==> config.mk <==
export PLATFORM = sky130hd
export DESIGN_NAME = serial_divider
export DESIGN_NICKNAME = d
export VERILOG_FILES = /design/src/rtl/serial_divider.sv
export SDC_FILE = /design/constraint.sdc
export NUM_CORES = 1
export LEC_CHECK = 0
export BUFFER_PORTS_ARGS = -buffer_cell sky130_fd_sc_hd__buf_2
export CELL_PAD_IN_SITES_DETAIL_PLACEMENT = 2
export CELL_PAD_IN_SITES_GLOBAL_PLACEMENT = 2
export CORE_ASPECT_RATIO = 1.2
export CORE_MARGIN = 3
export CORE_UTILIZATION = 30
export DETAILED_ROUTE_END_ITERATION = 7
export PLACE_DENSITY_LB_ADDON = 0.1
export SKIP_CTS_REPAIR_TIMING = 1
export SLEW_MARGIN = 20
export SYNTH_ARGS = -nofsm -noshare
export SYNTH_HDL_FRONTEND = slang
export SYNTH_SLANG_ARGS = --single-unit
==> constraint.sdc <==
create_clock -name clk_i -period 9.1 [get_ports clk_i]
set_input_delay 1.365 -clock clk_i [delete_from_list [all_inputs] [get_ports clk_i]]
set_output_delay 1.365 -clock clk_i [all_outputs]
set_load 0.01 [all_outputs]
==> src/rtl/serial_divider.sv <==
// serial_divider: iterative restoring divider for DIV, DIVU, REM and REMU.
// Produces one quotient bit per cycle on operand magnitudes, then a FIX cycle
// restores the signs. Divide-by-zero and signed overflow are resolved at
// accept time and go straight to DONE.
//
// Ports:
//   clk_i     clock, rising edge
//   rst_i     synchronous active-high reset
//   valid_i   request valid; accepted when ready_o is high
//   ready_o   high in IDLE
//   op_i      00 DIV, 01 DIVU, 10 REM, 11 REMU
//   op_a_i    dividend
//   op_b_i    divisor
//   kill_i    abort the operation in flight (ignored in IDLE)
//   busy_o    high whenever not IDLE
//   valid_o   one-cycle result pulse (in DONE, suppressed by kill_i)
//   result_o  quotient or remainder; holds until the next result is written
module serial_divider #(
   parameter int WIDTH = 32
) (
   input  logic             clk_i,
   input  logic             rst_i,
   input  logic             valid_i,
   output logic             ready_o,
   input  logic [1:0]       op_i,
   input  logic [WIDTH-1:0] op_a_i,
   input  logic [WIDTH-1:0] op_b_i,
   input  logic             kill_i,
   output logic             busy_o,
   output logic             valid_o,
   output logic [WIDTH-1:0] result_o
);

   localparam int CW = (WIDTH > 2) ? $clog2(WIDTH) : 1;
   localparam logic [WIDTH-1:0] MOST_NEG = {1'b1, {(WIDTH-1){1'b0}}};

   typedef enum logic [1:0] {IDLE, ITER, FIX, DONE} state_t;

   state_t           state_q, state_d;
   logic [CW-1:0]    cnt_q;
   logic [WIDTH-1:0] rem_q, quo_q, b_mag_q;
   logic             neg_q_q, neg_r_q, is_rem_q;

   // Request decode (only meaningful in IDLE)
   logic             sgn, a_neg, b_neg, div0, ovf;
   logic [WIDTH-1:0] a_mag, b_mag;

   assign sgn   = ~op_i[0];
   assign a_neg = sgn & op_a_i[WIDTH-1];
   assign b_neg = sgn & op_b_i[WIDTH-1];
   // Magnitude of the most-negative value comes out as unsigned 2^(WIDTH-1).
   assign a_mag = a_neg ? (~op_a_i + 1'b1) : op_a_i;
   assign b_mag = b_neg ? (~op_b_i + 1'b1) : op_b_i;
   assign div0  = (op_b_i == '0);
   assign ovf   = sgn & (op_a_i == MOST_NEG) & (op_b_i == '1);

   // One restoring step: shift {rem,quo} left, trial-subtract the divisor.
   // The extra bit of trial is the borrow, i.e. "shifted < divisor".
   logic [WIDTH:0]   shifted, trial;
   logic [WIDTH-1:0] quo_fix, rem_fix;

   assign shifted = {rem_q, quo_q[WIDTH-1]};
   assign trial   = shifted - {1'b0, b_mag_q};
   assign quo_fix = neg_q_q ? (~quo_q + 1'b1) : quo_q;
   assign rem_fix = neg_r_q ? (~rem_q + 1'b1) : rem_q;

   always_ff @(posedge clk_i) begin
      if (rst_i) state_q <= IDLE;
      else       state_q <= state_d;
   end

   always_comb begin
      state_d = state_q;
      ready_o = 1'b0;
      busy_o  = 1'b1;
      valid_o = 1'b0;
      case (state_q)
         IDLE: begin
            ready_o = 1'b1;
            busy_o  = 1'b0;
            if (valid_i) state_d = (div0 | ovf) ? DONE : ITER;
         end
         ITER: begin
            if (kill_i)            state_d = IDLE;
            else if (cnt_q == '0)  state_d = FIX;
         end
         FIX:  state_d = kill_i ? IDLE : DONE;
         DONE: begin
            valid_o = ~kill_i;
            state_d = IDLE;
         end
         default: state_d = IDLE;
      endcase
   end

   always_ff @(posedge clk_i) begin
      if (rst_i) begin
         cnt_q    <= '0;
         rem_q    <= '0;
         quo_q    <= '0;
         b_mag_q  <= '0;
         neg_q_q  <= 1'b0;
         neg_r_q  <= 1'b0;
         is_rem_q <= 1'b0;
         result_o <= '0;
      end else begin
         case (state_q)
            IDLE: if (valid_i) begin
               is_rem_q <= op_i[1];
               neg_q_q  <= a_neg ^ b_neg;
               neg_r_q  <= a_neg;
               b_mag_q  <= b_mag;
               rem_q    <= '0;
               quo_q    <= a_mag;
               cnt_q    <= CW'(WIDTH - 1);
               // Divide-by-zero is tested first so it wins over overflow.
               if (div0)     result_o <= op_i[1] ? op_a_i : '1;
               else if (ovf) result_o <= op_i[1] ? '0 : MOST_NEG;
            end
            ITER: begin
               if (!trial[WIDTH]) begin
                  rem_q <= trial[WIDTH-1:0];
                  quo_q <= {quo_q[WIDTH-2:0], 1'b1};
               end else begin
                  rem_q <= shifted[WIDTH-1:0];
                  quo_q <= {quo_q[WIDTH-2:0], 1'b0};
               end
               cnt_q <= cnt_q - 1'b1;
            end
            FIX: if (!kill_i) result_o <= is_rem_q ? rem_fix : quo_fix;
            default: ;
         endcase
      end
   end

endmodule

; Word-level counts from Yosys, hierarchy flattened
; Cells that the tools add are included.
[word_totals]
ff_bits = 138
in_bits = 70
out_inout_bits = 35
elab_cells = 74
[classes]
addsub = 6
eq_ne = 9
mux = 29
bitwise_logic = 12
n_reduce_logical = 9
[op_table]
columns = cell, n
row1 = $mux 32, 14
row2 = $pmux 32 s2, 3
row3 = $add 32x1->32 const B, 4
row4 = $not 32->32, 4
row5 = $eq 32x32->1 const B, 2
row6 = $sub 33x32->33, 1
row7 = $logic_not 32->1, 1
row8 = $mux 2, 5
row9 = $pmux 5 s2, 1
row10 = $pmux 2 s4, 1
row11 = $ne 3x3->1 const B, 2
row12 = $reduce_and 2->1, 3
row13 = $logic_not 5->1, 1
row14 = $mux 5, 1
row15 = $sub 5x1->5 const B, 1
row16 = $and 1x1->1, 4
row17 = $eq 2x2->1 const B, 2
row18 = $mux 1, 4
row19 = $ne 2x2->1 const B, 2
row20 = $reduce_and 4->1, 1
row21 = $reduce_bool 2->1, 2
row22 = $eq 2x1->1 const B, 1
row23 = $logic_not 2->1, 1
row24 = $not 1->1, 2
row25 = 2 further kinds, 2

; Longest topological paths before layout
; Gate-level depths: netlist of run 1.
[logic_depth]
depth_word = 7
ltp_mapped = 14
mapped_depth_nobuf = 12

; Least setup slack after synthesis of run 1
; No wires, ideal clock.
[synth_path]
path_type = input port to flip-flop
from = input port op_b_i[4]
to = register result_o[4]
setup_ns = 0.088
arrival_ns = 3.857
t_required_ns = 9.012
path_slack_ns = 5.155
cell_stages = 8
n_path_buf = 2
cell_sequence = or4_4 > or4b_4 > buf_6 > or3_4 > nor4_4 > clkbuf_2 > o21ai_0 > a311oi_2
[synth_between]
elab_chain_cells = 4
word_cells_on_any_way = 8
classes_between = eq/ne (2) / mux (3) / bitwise (1) / reduce/logical (2)
[synth_lines]
columns = element, line
row1 = from (decl), 27  ; input logic [WIDTH-1:0] op_b_i,
row2 = $eq 32x32->1 or $logic_not 32->1 (tied branches), "55, 54"
row3 = $and 1x1->1 or $mux 32 (tied branches), "55, 117"
row4 = $ne 3x3->1 (no line) or $mux 32 (tied branches), -
row5 = $reduce_and 4->1 (no line) or $pmux 32 s2 (tied branches), -
row6 = to (signal assigned), 117  ; if (div0) result_o <= op_i[1] ? op_a_i : '1;
row7 = to (signal assigned), 118  ; else if (ovf) result_o <= op_i[1] ? '0 : MOST_NEG;
row8 = to (signal assigned), 130  ; FIX: if (!kill_i) result_o <= is_rem_q ? rem_fix : quo_fix;
row9 = to (decl), 31  ; output logic [WIDTH-1:0] result_o
; Several ways; a longest one is shown, not always the timed one. The select of a mux whose other input is x is not followed.
; A chain may end at the register's enable or synchronous reset.

; Final worst setup path of run 1
[layout_path]
from = register quo_q[31]
to = register rem_q[20]
[layout_between]
elab_chain_cells = 3
[layout_lines]
columns = element, line
row1 = from (decl), 41  ; logic [WIDTH-1:0] rem_q, quo_q, b_mag_q;
row2 = from (signal assigned), 114  ; quo_q <= a_mag;
row3 = from (signal assigned), 123  ; quo_q <= {quo_q[WIDTH-2:0], 1'b1};
row4 = from (signal assigned), 126  ; quo_q <= {quo_q[WIDTH-2:0], 1'b0};
row5 = $sub 33x32->33, 63  ; assign trial = shifted - {1'b0, b_mag_q};
row6 = $mux 32, 121  ; if (!trial[WIDTH]) begin
row7 = $pmux 32 s2, 107  ; case (state_q)
row8 = to (signal assigned), 122  ; rem_q <= trial[WIDTH-1:0];
row9 = to (signal assigned), 125  ; rem_q <= shifted[WIDTH-1:0];
row10 = to (decl), 41
; Every way passes these cells.

==> results of run 1 <==
==> area by class of cell <==
type	instances	area [um^2]	share of cell area [%]
tap	456	571	4.76
sequential	138	2760	23.0
timing repair buffer	116	617	5.15
clock inverter	13	166	1.39
clock buffer	19	443	3.70
inverter	55	206	1.72
multi-input combinational	1111	7220	60.2
==> worst max-delay path, cell delays in order (launching register included) <==
cell       delay (ns)
dfxtp_1          0.34
inv_1            0.13
ha_1             0.26
fa_1             0.38
nand2b_1         0.20
a21oi_1          0.29
a2111oi_0        0.16
o31a_1           0.41
o31a_1           0.41
o21a_1           0.26
o211ai_1         0.36
buf_4            0.58
mux2i_1          0.27
o21ai_0          0.10
==> power breakdown <==
| part | switching (W) | internal [W] |
|---|---|---|
| logic | 0.000480 | 0.000289 |
| registers | 0.0000668 | 0.000655 |
| clock network | 0.000317 | 0.000441 |
==> cell usage in the layout (no fill, tap or decap), types with 13 or more instances in the layout <==
| cell type | n |
|---|---|
| xnor2_1 | 80 |
| clkbuf_16 | 17 |
| nand2_1 | 162 |
| or4_1 | 15 |
| nand2b_1 | 27 |
| nand3_1 | 16 |
| a311oi_2 | 14 |
| nor2_1 | 119 |
| or3_1 | 18 |
| nand4_1 | 14 |
| a22oi_1 | 33 |
| nor3_1 | 29 |
| inv_1 | 55 |
| xor2_1 | 63 |
| buf_2 | 103 |
| nor4_1 | 13 |
| o21ai_0 | 114 |
| o211ai_1 | 30 |
| a211oi_1 | 34 |
| mux2i_1 | 30 |
| o31ai_1 | 34 |
| a21oi_1 | 101 |
| ha_1 | 39 |
| dfxtp_1 | 138 |
==> through the flow <==
step | util [%] | std cells | setup slack, ns
floorplan | - | 1388 | 5.15
global placement | 33.1 | 1875 | 4.18
detailed placement | 33.1 | 1876 | 4.31
CTS | 34.9 | 1908 | 4.73
global route | 34.9 | 1908 | 4.49
finish | 34.9 | 1908 | 4.78
==> logic make-up after synthesis <==
group	after synthesis	synth area share (%)
adder cells (fa/ha/maj)	40	4.83
flip-flops	138	26.3
AO/OA/AOI/OAI	438	27.7
XOR/XNOR	143	11.9
buffers and inverters	139	5.35
multiplexers	32	3.07
AND/OR/NAND/NOR	458	20.9
==> flip-flops by register name, summed over array words and instances, names as in the netlist <==
register	cells
b_mag_q	32
cnt_q	5
is_rem_q	1
neg_q_q	1
neg_r_q	1
quo_q	32
rem_q	32
result_o	32
state_q	2
==> per-layer routing <==
metal	part of all wire, %	up-vias
met1	43	5273
met2	53	123
met3	2.4	33
met4	1.8	0
li1	-	5113
met5	0	-
==> worst paths after layout <==
path,to,depth (start not counted)
worst max-delay path,rem_q[20],13
worst min-delay path,result_o[29],2
worst max register to register,rem_q[20],13
worst min register to register,result_o[29],2
==> out/results.tsv, run 1 <==
stage	metric	value	unit
timing	setup_tns	0	ns
power	power_density	188	nW/um^2
yosys	synthDistinctLibCells	68	
route	wl_per_cell	22.3	um
placed_design	port_buffers	104	
floorplanning	fp.dieW	177	um
layout	syn_to_final_growth	13.9	%
yosys	ys_ff_latch	138	
floorplanning	die_height	211	um
layout	drive_gt1_share	12.7	%
timing	clock_skew	0.0163	ns
timing	period_minus_slack	4.32	ns
global_routing	grt_use_met2	42.2	%
layout	fillers	4076	
global_routing	gr-max-usage-layer	met2	
clock_network	cts_root_buf	clkbuf_16	
timing	final-hold-violation-count	0	
yosys	syn-num-nets	1498	
timing	slew_viol_final	0	
global_routing	grt_pass1_vias	11100	
critical_path	r2r_setup_slack	4.78	ns
layout	diodes	0	
yosys	ys_seq_area_share	26.3	%
yosys	synth_area_leader_cell	dfxtp_1	
yosys	ys_top_cells_by_area	dfxtp_1, xnor2_1, nand2_1	
clock_network	cts-htree-levels	4	
floorplanning	pin_count	105	
critical_path	critPathArrivalTime	4.63	ns
power	p_leak	4.44	nW
job	max-cap-violations	0	
yosys	synth.top_cell.area_share	26.3	%
critical_path	worstPathMaxFanout	36	
clock_network	cts.clk_slew.worst_paths	0.07	ns
global_routing	grt_max_degree	70	
power	peakVddDrop	107	uV
yosys	synth_edf_count	0	
critical_path	startpoint	quo_q[31]	
critical_path	worstSetupEndpointType	flop	
power	power	0.00225	W
placed_design	dpl.hpwl	32200	um
yosys	synthFlopType	dfxtp_1	
global_routing	grt.total_usage	22.8	%
global_routing	antenna_found_initial	0	
yosys	avgSynthCellArea	7.58	um^2
global_routing	met1_usage	28.0	%
hold_path	min-delay-start	result_o[29]	
timing	setup_viol	0	
yosys	async_flop_share	0	%
route	ant_nets	0	
timing	worst_slew_pin_slew	1.15	ns
yosys	synthesis.instances	1388	
layout	fin_area	12000	um^2
global_routing	grtUsageMet3	2.68	%
yosys	syn_area	10500	um^2
floorplanning	fp-row-count	74	
hold_path	min_path_type	flop to flop	
route	vias_per_cell	5.53	
clock_network	cts_sinks	138	
timing	rsz0062_at_grt	false	
layout	fin_nets	1549	
yosys	synth_most_common_cell	nand2_1	
route	first_pass_iters	5	
yosys	synthTopCellsByCount	nand2_1, dfxtp_1, nor2_1	
critical_path	critPathRequiredTime	9.41	ns
clock_network	insertion_delay	0.44	ns
route	wl	42500	um
timing	whs	0.453	ns
critical_path	start_kind	flop	
timing	fmax	231	MHz
placed_design	gp_congestion	0.843	
route	drc_errors	0	
timing	min_period_over_period	47.5	%
floorplanning	core-area	34400	um^2
route	routed-via-count	10500	
global_routing	grt_overflow	0	
floorplanning	die-area	37400	um^2
route	drt_iter0_drc	488	
clock_network	clockBufferDepth	2	
clock_network	cts_tree	built	
critical_path	worst-setup-path-type	flop to flop	
critical_path	r2r_start	quo_q[31]	
global_routing	grt_pass1_wl	66300	um
outcome	status	completed	
placed_design	placed_area	11400	um^2
floorplanning	initial_core_util	30.6	%
timing	slew_headroom	22.4	%
clock_network	cts_made_buffers	17	
yosys	ys_warn_count	0	
(Power assumes the default switching activity.)
==> run 2: changes to the inputs <==
==> constraint.sdc (replaced) <==
create_clock -name clk_i -period 4.4 [get_ports clk_i]
set_input_delay 0.66 -clock clk_i [delete_from_list [all_inputs] [get_ports clk_i]]
set_output_delay 0.66 -clock clk_i [all_outputs]
set_load 0.01 [all_outputs]
==> run 2 against run 1 <==
Utilization grew 0.25 points. First-iteration DRC count rose by 2.5%. Global-route usage is 0.13 points higher. Count of clock-buffer cells in the layout fell by 1. Clock skew is 0.0038 ns lower. Final cell count up 0.52%. Setup slack worse by 4.1 ns. Via count is 0.46% higher. Critical path depth unchanged. Sequential share of layout area down 0.14 points. Largest cell class unchanged.
==> out/results.tsv, run 2 (synthesized netlist as in run 1, its figures left out) <==
stage	metric	value	unit	change
outcome	status	completed		
critical_path	critPathMostFrequentCell	o31a_1		
placed_design	gp_congestion	0.836		-0.83%
floorplanning	pin_count	105		unchanged
layout	drive_gt1_share	13.5	%	+0.87 points
critical_path	start_kind	flop		
critical_path	path_cells	inv_1 > ha_1 > fa_1 > nand2b_1 > a21oi_1 > a2111oi_0 > o31a_1 > o31a_1 > o21a_1 > o211ai_1 > buf_12 > mux2i_1 > o21ai_0		
timing	rsz0062_at_grt	false		
clock_network	cts_root_buf	clkbuf_16		
timing	min_period_over_period	85.3	%	+38 points
global_routing	grt_max_degree	61		-13%
timing	period_minus_slack	3.75	ns	-0.569 ns
floorplanning	die-area	37400	um^2	unchanged
route	first_pass_iters	5		unchanged
layout	finish.utilization	35.1	%	+0.25 points
clock_network	cts.clk_slew.worst_paths	0.07	ns	about the same
critical_path	r2r_start	quo_q[31]		
placed_design	port_buffers	104		unchanged
floorplanning	fp-row-count	74		unchanged
route	ant_nets	0		unchanged
timing	clock_skew	0.0125	ns	-0.00381 ns
placed_design	dpl.hpwl	32200	um	about the same
route	drc_errors	0		unchanged
hold_path	hold_depth	2		unchanged
floorplanning	core-area	34400	um^2	unchanged
critical_path	worstSetupEndpointType	flop		
hold_path	min_path_type	flop to flop		
job	max-cap-violations	0		unchanged
power	power_density	384	nW/um^2	+100%
power	p_leak	4.49	nW	+1.1%
clock_network	cts-htree-levels	4		unchanged
floorplanning	initial_core_util	30.6	%	unchanged
layout	fin_nets	1559		+0.65%
floorplanning	die_height	211	um	unchanged
critical_path	cp_slowest_cell	o31a_1		
timing	final-hold-violation-count	0		unchanged
clock_network	insertion_delay	0.44	ns	about the same
critical_path	critPathRequiredTime	4.70	ns	-4.71 ns
critical_path	worstPathMaxFanout	39		+8.3%
layout	syn_to_final_growth	14.7	%	
critical_path	worst-setup-path-type	flop to flop		
clock_network	cts_sinks	138		unchanged
layout	diodes	0		unchanged
route	wl	42600	um	+0.32%
timing	whs	0.456	ns	+0.00316 ns
timing	slew_headroom	37.4	%	+15 points
route	drt_iter0_drc	500		+2.5%
global_routing	antenna_found_initial	0		unchanged
timing	fmax	267	MHz	+15%
timing	worst_slew_pin_slew	0.936	ns	-0.217 ns
floorplanning	fp.dieW	177	um	unchanged
global_routing	grt.total_usage	22.9	%	+0.13 points
global_routing	grt_pass1_wl	67100	um	+1.1%
timing	slew_viol_final	0		unchanged
timing	setup_viol	0		unchanged
critical_path	crit_family	compound AO/OA/AOI/OAI gates		
critical_path	r2r_cells	13		unchanged
critical_path	r2r_setup_slack	0.65	ns	-4.13 ns
critical_path	critPathMaxStageDelay	0.42	ns	-0.16 ns
route	wl_per_cell	22.2	um	-0.21%
critical_path	crit_buf_inv	2		unchanged
layout	layout_commonest_cell	nand2_1		
clock_network	cts_made_buffers	17		unchanged
layout	most-common-layout-cells	nand2_1, dfxtp_1, nor2_1		
hold_path	min-delay-start	result_o[29]		
clock_network	clockBufferDepth	2		unchanged
route	vias_per_cell	5.52		about the same
critical_path	reg2reg_to	rem_q[14]		
global_routing	grt_pass1_vias	11300		+1.7%
global_routing	grt_overflow	0		unchanged
clock_network	cts_tree	built		
route	routed-via-count	10600		+0.46%
timing	setup_tns	0	ns	unchanged
power	peakVddDrop	230	uV	+110%
critical_path	critPathArrivalTime	4.05	ns	-0.58 ns
hold_path	min_to	result_o[29]		
[run 2: cell count changes in the layout (fill, tap and decap cells not counted), sizes merged]
cell	delta
clkinv	-1
buf	+10
bufinv	-1
clkbuf	-1
inv	+3
[run 2: through the flow]
step / instance area [um^2] / worst slack (ns) / cells / power [W]
2_1_floorplan: 10500 / 1.00 / 1388 / 0.00261
3_3_place_gp: 11500 / 0.722 / 1886 / 0.00311
3_5_place_dp: 11500 / 0.644 / 1886 / 0.00314
4_1_cts: 12100 / 0.641 / 1918 / 0.00469
5_1_grt: 12100 / 0.310 / 1918 / 0.00494
6_report: 12100 / 0.649 / 1918 / 0.00464
[run 2: area by class of cell]
type	count	area, um^2
timing repair buffer	126	713
multi-input combinational	1111	7220
fill	4030	22300
clock buffer	18	439
tap	456	571
sequential	138	2770
clock inverter	14	160
inverter	55	206
[run 2: worst max-delay path by stage]
| stage | startpoint | end | slack, ns | depth (start not counted) |
|---|---|---|---|---|
| after floorplan | quo_q[31] | rem_q[29] | 1.00 | 14 |
| after detailed placement | op_b_i[0] | result_o[24] | 0.64 | 12 |
| after CTS | quo_q[31] | rem_q[14] | 0.64 | 13 |
| final | quo_q[31] | rem_q[14] | 0.65 | 13 |
| after global routing | quo_q[31] | rem_q[12] | 0.31 | 13 |
| after global placement | op_b_i[4] | result_o[0] | 0.72 | 11 |
[run 2: worst reg2reg max path, stage by stage (launching register included)]
cell       delay [ns]
dfxtp_1          0.34
inv_1            0.06
ha_1             0.26
fa_1             0.40
nand2b_1         0.21
a21oi_1          0.23
a2111oi_0        0.15
o31a_1           0.42
o31a_1           0.39
o21a_1           0.26
o211ai_1         0.28
buf_12           0.31
mux2i_1          0.23
o21ai_0          0.10
[run 2: routing by layer]
layer  track usage, %  vias to the layer above  wire (um)
li1                 -                     5115          -
met1             28.1                     5339      18600
met2             43.1                      116      22800
met3             2.37                       21        706
met4             4.88                        0        509
met5                0                        -          0
[run 2: power by group]
part           total, W  internal [W]  switching (W)
logic           0.00161      0.000613       0.000994
registers       0.00150       0.00135       0.000145
clock network   0.00153      0.000864       0.000666
total           0.00464       0.00283        0.00181
==> run 3: changes to the inputs <==
--- a/config.mk
+++ b/config.mk
@@ -10,7 +10,8 @@
 export CELL_PAD_IN_SITES_GLOBAL_PLACEMENT = 2
 export CORE_ASPECT_RATIO = 1.2
 export CORE_MARGIN = 3
-export CORE_UTILIZATION = 30
+export CORE_UTILIZATION = 36
+export CTS_BUF_LIST = sky130_fd_sc_hd__clkbuf_4 sky130_fd_sc_hd__clkbuf_8
 export DETAILED_ROUTE_END_ITERATION = 7
 export PLACE_DENSITY_LB_ADDON = 0.1
 export SKIP_CTS_REPAIR_TIMING = 1
==> run 3 against run 2 <==
Combinational power barely moved. Global-route usage rose by 4.3 points. Hold slack lost 0.014 ns. First-iteration DRC count grew 5.8%. Critical path type unchanged. Utilization increased by 6.4 points. Sequential share of layout area up 0.58 points.
==> out/results.tsv, run 3 (synthesized netlist as in run 1, its figures left out) <==
stage	metric	value	unit	change
layout	most-common-layout-cells	nand2_1, dfxtp_1, nor2_1		
clock_network	cts_tree	built		
clock_network	cts_root_buf	clkbuf_8		
outcome	status	completed		
route	vias_per_cell	5.89		+6.6%
hold_path	hold_depth	2		unchanged
floorplanning	core-area	28300	um^2	-18%
timing	rsz0062_at_grt	false		
placed_design	placed_cells	1807		-4.2%
floorplanning	die_height	193	um	-8.5%
power	p_leak	4.38	nW	-2.4%
timing	min_period_over_period	85.5	%	+0.21 points
placed_design	dpl.hpwl	32600	um	+1.2%
layout	diodes	0		unchanged
clock_network	cts-htree-levels	4		unchanged
power	power_density	362	nW/um^2	-5.9%
layout	syn_to_final_growth	11.8	%	
global_routing	grt.total_usage	27.3	%	+4.3 points
route	routed-via-count	10800		+2.2%
floorplanning	initial_core_util	37.1	%	+6.5 points
route	drt_iter0_drc	529		+5.8%
timing	final-hold-violation-count	0		unchanged
global_routing	grt_overflow	0		unchanged
layout	drive_gt1_share	13.4	%	-0.12 points
route	first_pass_iters	5		unchanged
critical_path	worstSetupEndpointType	flop		
placed_design	gp_congestion	0.846		+1.1%
critical_path	start_kind	flop		
clock_network	insertion_delay	0.48	ns	+0.04 ns
critical_path	critPathArrivalTime	4.10	ns	+0.05 ns
clock_network	cts.clk_slew.worst_paths	0.09	ns	+0.02 ns
clock_network	cts_sinks	138		unchanged
timing	setup_viol	0		unchanged
floorplanning	die-area	31300	um^2	-16%
global_routing	grt_pass1_vias	11800		+4.5%
global_routing	antenna_found_initial	0		unchanged
route	drc_errors	0		unchanged
layout	layout_commonest_cell	nand2_1		
layout	final_cells	1839		-4.1%
route	ant_nets	0		unchanged
critical_path	worst-setup-path-type	flop to flop		
placed_design	port_buffers	104		unchanged
floorplanning	fp.dieW	162	um	-8.4%
critical_path	worstPathMaxFanout	38		-2.6%
timing	slew_headroom	39.6	%	+2.2 points
critical_path	r2r_cells	13		unchanged
timing	period_minus_slack	3.76	ns	+0.00931 ns
job	max-cap-violations	0		unchanged
timing	setup_tns	0	ns	unchanged
clock_network	clockBufferDepth	2		unchanged
power	peakVddDrop	165	uV	-28%
floorplanning	fp-row-count	67		-9.5%
timing	whs	0.442	ns	-0.0141 ns
global_routing	grt_pass1_wl	67800	um	+1.1%
route	wl	42500	um	-0.28%
global_routing	grt_max_degree	70		+15%
floorplanning	pin_count	105		unchanged
timing	worst_slew_pin_slew	0.905	ns	-0.0308 ns
route	wl_per_cell	23.1	um	+4.0%
critical_path	critPathRequiredTime	4.74	ns	+0.04 ns
clock_network	cts_made_buffers	17		unchanged
hold_path	min_path_type	flop to flop		
layout	fin_nets	1557		-0.13%
timing	fmax	266	MHz	-0.25%
timing	clock_skew	0.0159	ns	+0.00344 ns
timing	slew_viol_final	0		unchanged
[run 3: critical path: stages, from the launching register on]
cell	delay, ns
dfxtp_1	0.34
inv_1	0.07
ha_1	0.26
fa_1	0.42
nand2b_1	0.20
a21oi_1	0.23
a2111oi_0	0.14
o31a_1	0.37
o31a_1	0.37
o21a_1	0.26
o211ai_1	0.34
buf_12	0.30
mux2i_1	0.23
o21ai_0	0.10
[run 3: final cells by class]
class / instances / area, um^2
fill: 3443 / 16600
multi-input combinational: 1111 / 7210
inverter: 55 / 206
clock buffer: 20 / 263
timing repair buffer: 124 / 706
sequential: 138 / 2760
clock inverter: 12 / 140
tap: 379 / 474
[run 3: path summary, 6_finish.rpt]
path	from	to	slack, ns
hold / removal	result_o[29]	result_o[29]	0.44
hold reg to reg	result_o[29]	result_o[29]	0.44
setup reg to reg	quo_q[31]	rem_q[21]	0.64
setup / recovery	quo_q[31]	rem_q[21]	0.64
[run 3: where the power goes]
part           total, W  internal, W  switching, W
clock           0.00113     0.000538      0.000589
combinational   0.00163     0.000618       0.00101
sequential      0.00150      0.00135      0.000143
total           0.00425      0.00251       0.00175
[run 3: through the flow]
| step | util, % | instance area (um^2) | power [W] | worst slack [ns] |
|---|---|---|---|---|
| 2_1_floorplan | - | 10500 | 0.00261 | 1.00 |
| 3_3_place_gp | 40.0 | 11300 | 0.00309 | 0.636 |
| 3_5_place_dp | 40.1 | 11400 | 0.00315 | 0.565 |
| 4_1_cts | 41.5 | 11800 | 0.00430 | 0.624 |
| 5_1_grt | 41.5 | 11800 | 0.00453 | 0.410 |
| 6_report | 41.5 | 11800 | 0.00425 | 0.639 |
[run 3: routing by layer]
| metal | up-vias | share of wire, % | global-route usage [%] | wire (um) |
|---|---|---|---|---|
| li1 | 5134 | - | - | - |
| met1 | 5443 | 41 | 32.1 | 17600 |
| met2 | 171 | 52 | 49.2 | 22000 |
| met3 | 75 | 2.6 | 3.72 | 1120 |
| met4 | 0 | 4.2 | 11.5 | 1790 |
| met5 | - | 0 | 0 | 0 |
